===== config.mk =====
export PLATFORM = sky130hd
export DESIGN_NAME = cpu_control_sequencer
export DESIGN_NICKNAME = d
export VERILOG_FILES = /design/src/rtl/cpu_pkg.sv /design/src/rtl/reg_sel_decoder.sv /design/src/rtl/cpu_control_sequencer.sv
export SDC_FILE = /design/constraint.sdc
export NUM_CORES = 1
export LEC_CHECK = 0
export CAP_MARGIN = 20
export CELL_PAD_IN_SITES_DETAIL_PLACEMENT = 1
export CELL_PAD_IN_SITES_GLOBAL_PLACEMENT = 1
export CORE_MARGIN = 3
export CORE_UTILIZATION = 27
export DETAILED_ROUTE_END_ITERATION = 8
export GPL_TIMING_DRIVEN = 0
export PLACE_DENSITY_LB_ADDON = 0.1
export SLEW_MARGIN = 0
export SYNTH_ARGS = -nofsm -noshare
export SYNTH_HDL_FRONTEND = slang
export SYNTH_SLANG_ARGS = --single-unit

===== constraint.sdc =====
create_clock -name clk -period 2.4 [get_ports clk]
set_input_delay 0.48 -clock clk [delete_from_list [all_inputs] [get_ports clk]]
set_output_delay 0.48 -clock clk [all_outputs]
set_load 0.005 [all_outputs]

===== src/rtl/cpu_pkg.sv =====
// Shared definitions for the Simple-CPU control path: opcodes, time steps and
// instruction field positions.
package cpu_pkg;

    localparam int CPU_IR_W     = 9;
    localparam int CPU_NUM_REGS = 8;

    localparam int OPC_MSB = 8;
    localparam int OPC_LSB = 6;
    localparam int X_MSB   = 5;
    localparam int X_LSB   = 3;
    localparam int Y_MSB   = 2;
    localparam int Y_LSB   = 0;

    localparam logic [2:0] OP_MV  = 3'b000;
    localparam logic [2:0] OP_MVI = 3'b001;
    localparam logic [2:0] OP_ADD = 3'b010;
    localparam logic [2:0] OP_SUB = 3'b011;

    typedef enum logic [1:0] {
        T0 = 2'd0,
        T1 = 2'd1,
        T2 = 2'd2,
        T3 = 2'd3
    } tstep_t;

endpackage


===== src/rtl/reg_sel_decoder.sv =====
// 3-bit register number to 8-bit one-hot select, purely combinational.
module reg_sel_decoder (
    input  logic [2:0] sel_i,
    output logic [7:0] onehot_o
);

    assign onehot_o = 8'b0000_0001 << sel_i;

endmodule


===== src/rtl/cpu_control_sequencer.sv =====
// Control unit for the Simple-CPU datapath: latches an instruction in T0 and
// sequences bus selects, register loads and ALU control through T1..T3.
//
// state | meaning
// T0    | idle / fetch: ir_in = run, load ir on run
// T1    | mv/mvi complete, add/sub load A, reserved opcodes finish as NOP
// T2    | add/sub: operand Y onto bus, load G
// T3    | add/sub: G onto bus, write Rx, done
module cpu_control_sequencer
    import cpu_pkg::*;
#(
    parameter int IR_W     = CPU_IR_W,
    parameter int NUM_REGS = CPU_NUM_REGS
) (
    input  logic                clk,
    input  logic                resetn,
    input  logic                run,
    input  logic [IR_W-1:0]     din,
    output logic                ir_in,
    output logic [NUM_REGS-1:0] rin,
    output logic [NUM_REGS-1:0] rout,
    output logic                din_out,
    output logic                g_out,
    output logic                a_in,
    output logic                g_in,
    output logic                add_sub,
    output logic                done,
    output logic [3:0]          step,
    output logic [IR_W-1:0]     ir
);

    tstep_t          tstep_q, tstep_d;
    logic [IR_W-1:0] ir_q, ir_d;

    logic [2:0]          opcode;
    logic [NUM_REGS-1:0] dec_x, dec_y;

    logic ir_in_c, rin_x_c, rout_x_c, rout_y_c;
    logic din_out_c, g_out_c, a_in_c, g_in_c, add_sub_c, done_c;

    assign opcode = ir_q[OPC_MSB:OPC_LSB];

    reg_sel_decoder u_dec_x (
        .sel_i    (ir_q[X_MSB:X_LSB]),
        .onehot_o (dec_x)
    );

    reg_sel_decoder u_dec_y (
        .sel_i    (ir_q[Y_MSB:Y_LSB]),
        .onehot_o (dec_y)
    );

    always_comb begin
        tstep_d   = tstep_q;
        ir_d      = ir_q;
        ir_in_c   = 1'b0;
        rin_x_c   = 1'b0;
        rout_x_c  = 1'b0;
        rout_y_c  = 1'b0;
        din_out_c = 1'b0;
        g_out_c   = 1'b0;
        a_in_c    = 1'b0;
        g_in_c    = 1'b0;
        add_sub_c = 1'b0;
        done_c    = 1'b0;

        unique case (tstep_q)
            T0: begin
                ir_in_c = run;
                if (run) begin
                    ir_d    = din;
                    tstep_d = T1;
                end
            end
            T1: begin
                case (opcode)
                    OP_MV: begin
                        rout_y_c = 1'b1;
                        rin_x_c  = 1'b1;
                        done_c   = 1'b1;
                    end
                    OP_MVI: begin
                        din_out_c = 1'b1;
                        rin_x_c   = 1'b1;
                        done_c    = 1'b1;
                    end
                    OP_ADD, OP_SUB: begin
                        rout_x_c = 1'b1;
                        a_in_c   = 1'b1;
                    end
                    default: done_c = 1'b1;
                endcase
            end
            T2: begin
                rout_y_c  = 1'b1;
                g_in_c    = 1'b1;
                add_sub_c = (opcode == OP_SUB);
            end
            T3: begin
                g_out_c = 1'b1;
                rin_x_c = 1'b1;
                done_c  = 1'b1;
            end
        endcase

        if (tstep_q != T0)
            tstep_d = done_c ? T0 : tstep_t'(tstep_q + 2'd1);
    end

    always_ff @(posedge clk) begin
        if (!resetn) begin
            tstep_q <= T0;
            ir_q    <= '0;
        end else begin
            tstep_q <= tstep_d;
            ir_q    <= ir_d;
        end
    end

    // Reset masks every output immediately, not just from the next edge.
    assign ir_in   = resetn & ir_in_c;
    assign rin     = (resetn && rin_x_c) ? dec_x : '0;
    assign rout    = !resetn  ? '0 :
                     rout_x_c ? dec_x :
                     rout_y_c ? dec_y : '0;
    assign din_out = resetn & din_out_c;
    assign g_out   = resetn & g_out_c;
    assign a_in    = resetn & a_in_c;
    assign g_in    = resetn & g_in_c;
    assign add_sub = resetn & add_sub_c;
    assign done    = resetn & done_c;
    assign step    = resetn ? (4'b0001 << tstep_q) : 4'b0000;
    assign ir      = resetn ? ir_q : '0;

endmodule


==> load_flow_metrics.sql <==
INSERT INTO impl_metrics (metric_group, metric, value, unit) VALUES
('timing', 'grt_setup_unrepaired', 'yes', ''),
('global_routing', 'grt_remaining_overflow', '0', ''),
('logic_synthesis', 'synth_edf_count', '0', ''),
('power', 'power_switching_share', '0.347', ''),
('floorplanning', 'die_height', '60.2', 'microns'),
('clock_tree', 'cts_made_buffers', '3', ''),
('setup_path', 'crit_path_max_incr_delay', '530', 'ps'),
('layout', 'multiInputGateArea', '623', 'sq um'),
('logic_synthesis', 'ys_types', '29', ''),
('clock_tree', 'clk-insertion-delay-late', '260', 'ps'),
('routing', 'detail_route.vias_per_cell', '5.21', ''),
('floorplanning', 'initial_utilization', '0.285', ''),
('placed_design', 'cell_area_placed', '1300', 'sq um'),
('clock_tree', 'htreeDepth', '1', ''),
('global_routing', 'grt_max_degree', '11', ''),
('clock_tree', 'cts_tree', 'yes', ''),
('logic_synthesis', 'synthTopCellsByArea', 'sky130_fd_sc_hd__dfxtp_1 28%, sky130_fd_sc_hd__and2_1 9.5%, sky130_fd_sc_hd__o22a_1 8.8%, sky130_fd_sc_hd__ha_1 7.9%, sky130_fd_sc_hd__nor2_1 5.7%', ''),
('routing', 'drt_pre_antenna_iters', '4', ''),
('timing', 'clock_skew', '0.398', 'ps'),
('routing', 'detail_route.iter0.violations', '29', ''),
('logic_synthesis', 'syn_area_per_cell', '8.00', 'sq um'),
('floorplanning', 'die_width', '60.2', 'microns'),
('routing', 'dr_vias', '948', ''),
('logic_synthesis', 'post_synth_inst_count', '99', ''),
('clock_tree', 'clkSlewWorstSetupHoldPaths', '70', 'ps'),
('logic_synthesis', 'synth_top_cells_by_count', '12 x sky130_fd_sc_hd__and2_1, 12 x sky130_fd_sc_hd__nor2_1, 11 x sky130_fd_sc_hd__dfxtp_1, 8 x sky130_fd_sc_hd__o22a_1, 7 x sky130_fd_sc_hd__nand2_1', ''),
('power', 'power.share.sequential', '0.392', ''),
('logic_synthesis', 'synth-warning-count', '0', ''),
('setup_path', 'critical_path_required', '1920', 'ps'),
('setup_path', 'crit-reg2reg-capture', 'tstep_q[1]', ''),
('power', 'power_per_cell_area', '459', 'nW/um^2'),
('placed_design', 'numPortBuffers', '47', ''),
('global_routing', 'grt_usage', '0.158', ''),
('logic_synthesis', 'netlist.top_cell.by_area', 'sky130_fd_sc_hd__dfxtp_1', ''),
('layout', 'sequential_cell_area', '223', 'sq um'),
('job', 'drv_cap', '0', ''),
('global_routing', 'grt_pass1_wl', '4310', 'microns'),
('timing', 'achievable-frequency', '0.432', 'GHz'),
('min_path', 'min_delay_path_depth', '2', ''),
('power', 'power.combinational.fraction', '0.421', ''),
('floorplanning', 'core_region_area', '2780', 'sq um'),
('placed_design', 'final_wtd_congestion', '0.767', ''),
('logic_synthesis', 'ys_seq_area_frac', '0.278', ''),
('setup_path', 'rr_startpoint', 'tstep_q[0]', ''),
('power', 'vdd_ir_drop_max', '0.365', 'mV'),
('setup_path', 'crit_buf_inv', '3', ''),
('logic_synthesis', 'synth_top_flop_cell', 'sky130_fd_sc_hd__dfxtp_1', ''),
('status', 'outcome', 'complete, no violations', ''),
('min_path', 'min-delay-path-class', 'reg2reg', ''),
('floorplanning', 'design.die.area', '3620', 'sq um'),
('power', 'power.internal', '0.430', 'mW'),
('logic_synthesis', 'post_synthesis_register_bit_count', '11', ''),
('setup_path', 'maximum_fanout_count_along_the_critical_path', '9', ''),
('clock_tree', 'cts-root-to-sink-buffers', '2', ''),
('timing', 'fin_hold_viols', '0', ''),
('setup_path', 'crit_path_frequent_cell', 'sky130_fd_sc_hd__clkdlybuf4s50_1', ''),
('timing', 'worstMarginPinSlew', '508', 'ps'),
('power', 'power_frac_clock', '0.187', ''),
('global_routing', 'via_count_of_the_first_global_routing_pass', '941', ''),
('setup_path', 'path_class', 'in2out', ''),
('clock_tree', 'cts.sink_count', '11', ''),
('setup_path', 'critPathCaptureType', 'primary output', ''),
('min_path', 'worst_hold_startpoint', 'tstep_q[0]', ''),
('logic_synthesis', 'yosysTopAreaCellShare', '0.278', ''),
('layout', 'num_antenna_cells', '0', ''),
('power', 'cellLeakagePower', '0.633', 'nW'),
('layout', 'post_route_cells_drive_above_1_share', '0.245', ''),
('setup_path', 'rrSetupSlack', '810', 'ps'),
('floorplanning', 'io_pins', '48', ''),
('setup_path', 'worst_r2r_path_depth', '5', ''),
('timing', 'slew_viol_final', '0', '');
## power groups by stage
| stage | logic, mW | clock network [mW] | registers (mW) |
|---|---|---|---|
| after floorplan | 0.135 | 0 | 0.238 |
| after global placement | 0.237 | 0 | 0.247 |
| after detailed placement | 0.245 | 0 | 0.249 |
| after CTS | 0.273 | 0.130 | 0.256 |
| after global routing | 0.306 | 0.138 | 0.263 |
| final | 0.277 | 0.123 | 0.258 |
## metrics by stage
| step | hold slack, ps | worst slack [ps] | instances | utilization | setup TNS (ps) |
|---|---|---|---|---|---|
| final | 557 | 86.7 | 182 | 0.515 | 0 |
| after detailed placement | 550 | -531 | 177 | 0.468 | -8100 |
| after global placement | 534 | -549 | 177 | 0.468 | -7320 |
| after CTS | 554 | 6.85 | 182 | 0.510 | 0 |
| after floorplan | 510 | 657 | 99 | - | 0 |
| after global routing | 589 | -3.99 | 182 | 0.515 | -3.99 |
## registers in the layout, summed over array words and instances, names as in the netlist
signal and cells:
tstep_q 2, ir_q 9
## layout make-up
class                           instances  area share
Multi-Input combinational cell         78       0.435
Inverter                                6      0.0166
Buffer                                  4      0.0253
Tap cell                               31      0.0271
Sequential cell                        11       0.155
Clock buffer                            4      0.0183
Timing Repair Buffer                   48       0.322
## cell usage in the layout, fill, tap and decap left out, types with 2 or more instances in the layout
cell,Yosys,routed
sky130_fd_sc_hd__clkdlybuf4s50_1,0,34
sky130_fd_sc_hd__nor2_1,12,12
sky130_fd_sc_hd__and2_1,12,11
sky130_fd_sc_hd__dfxtp_1,11,9
sky130_fd_sc_hd__o22a_1,8,8
sky130_fd_sc_hd__nand2_1,7,5
sky130_fd_sc_hd__dlygate4sd2_1,0,5
sky130_fd_sc_hd__clkbuf_4,1,4
sky130_fd_sc_hd__inv_1,5,4
sky130_fd_sc_hd__nand2b_1,5,4
sky130_fd_sc_hd__o32ai_2,0,4
sky130_fd_sc_hd__dlymetal6s2s_1,0,4
sky130_fd_sc_hd__a21oi_1,3,3
sky130_fd_sc_hd__ha_1,5,3
sky130_fd_sc_hd__buf_4,2,3
sky130_fd_sc_hd__nand2_2,0,2
sky130_fd_sc_hd__nor3b_4,0,2
sky130_fd_sc_hd__and4b_2,2,2
sky130_fd_sc_hd__o22ai_1,3,2
sky130_fd_sc_hd__o21ai_2,0,2
sky130_fd_sc_hd__nor2b_1,2,2
sky130_fd_sc_hd__clkbuf_2,0,2
sky130_fd_sc_hd__buf_2,0,2
sky130_fd_sc_hd__dfxtp_2,0,2
## worst max path at each step
stage,cells after the start,endpoint,from
2_1_floorplan,5,rout[5],tstep_q[1]
3_3_place_gp,6,rout[0],resetn
3_5_place_dp,6,rout[0],resetn
4_1_cts,6,rout[0],tstep_q[1]
5_1_grt,5,rout[5],tstep_q[0]
6_report,4,ir_in,run
## tightest hold or removal path, delay by kind of cell, from the launching register on
family             cells  cell delay (ps)
DFF                    1              350
and+or+nand+nor        1              100
AOI/OAI and AO/OA      1               70
## cells by family (layout without fill, tap and decap cells)
| group | Yosys count | after routing | synth area share |
|---|---|---|---|
| simple gates | 47 | 47 | 0.335 |
| buf+inv | 10 | 62 | 0.0616 |
| flops | 11 | 11 | 0.278 |
| compound gates | 26 | 26 | 0.246 |
| fa+ha+maj | 5 | 5 | 0.0790 |
## per-layer routing
metal | part of all wire | GRT usage | wire length [microns]
met3 | 0.064 | 0.0173 | 172
met4 | 0.0063 | 0.0665 | 17
met5 | 0 | 0 | 0
met1 | 0.46 | 0.209 | 1220
met2 | 0.47 | 0.256 | 1270
## what timing repair did
item                                    in CTS  in global routing
pin swaps                                    0                  5
setup buffers                                1                  0
endpoints found under the hold margin        0                  0
endpoints found under the setup margin      28                 13
resized for setup                           37                 14
Note: power is estimated with default switching activity, not from simulation.
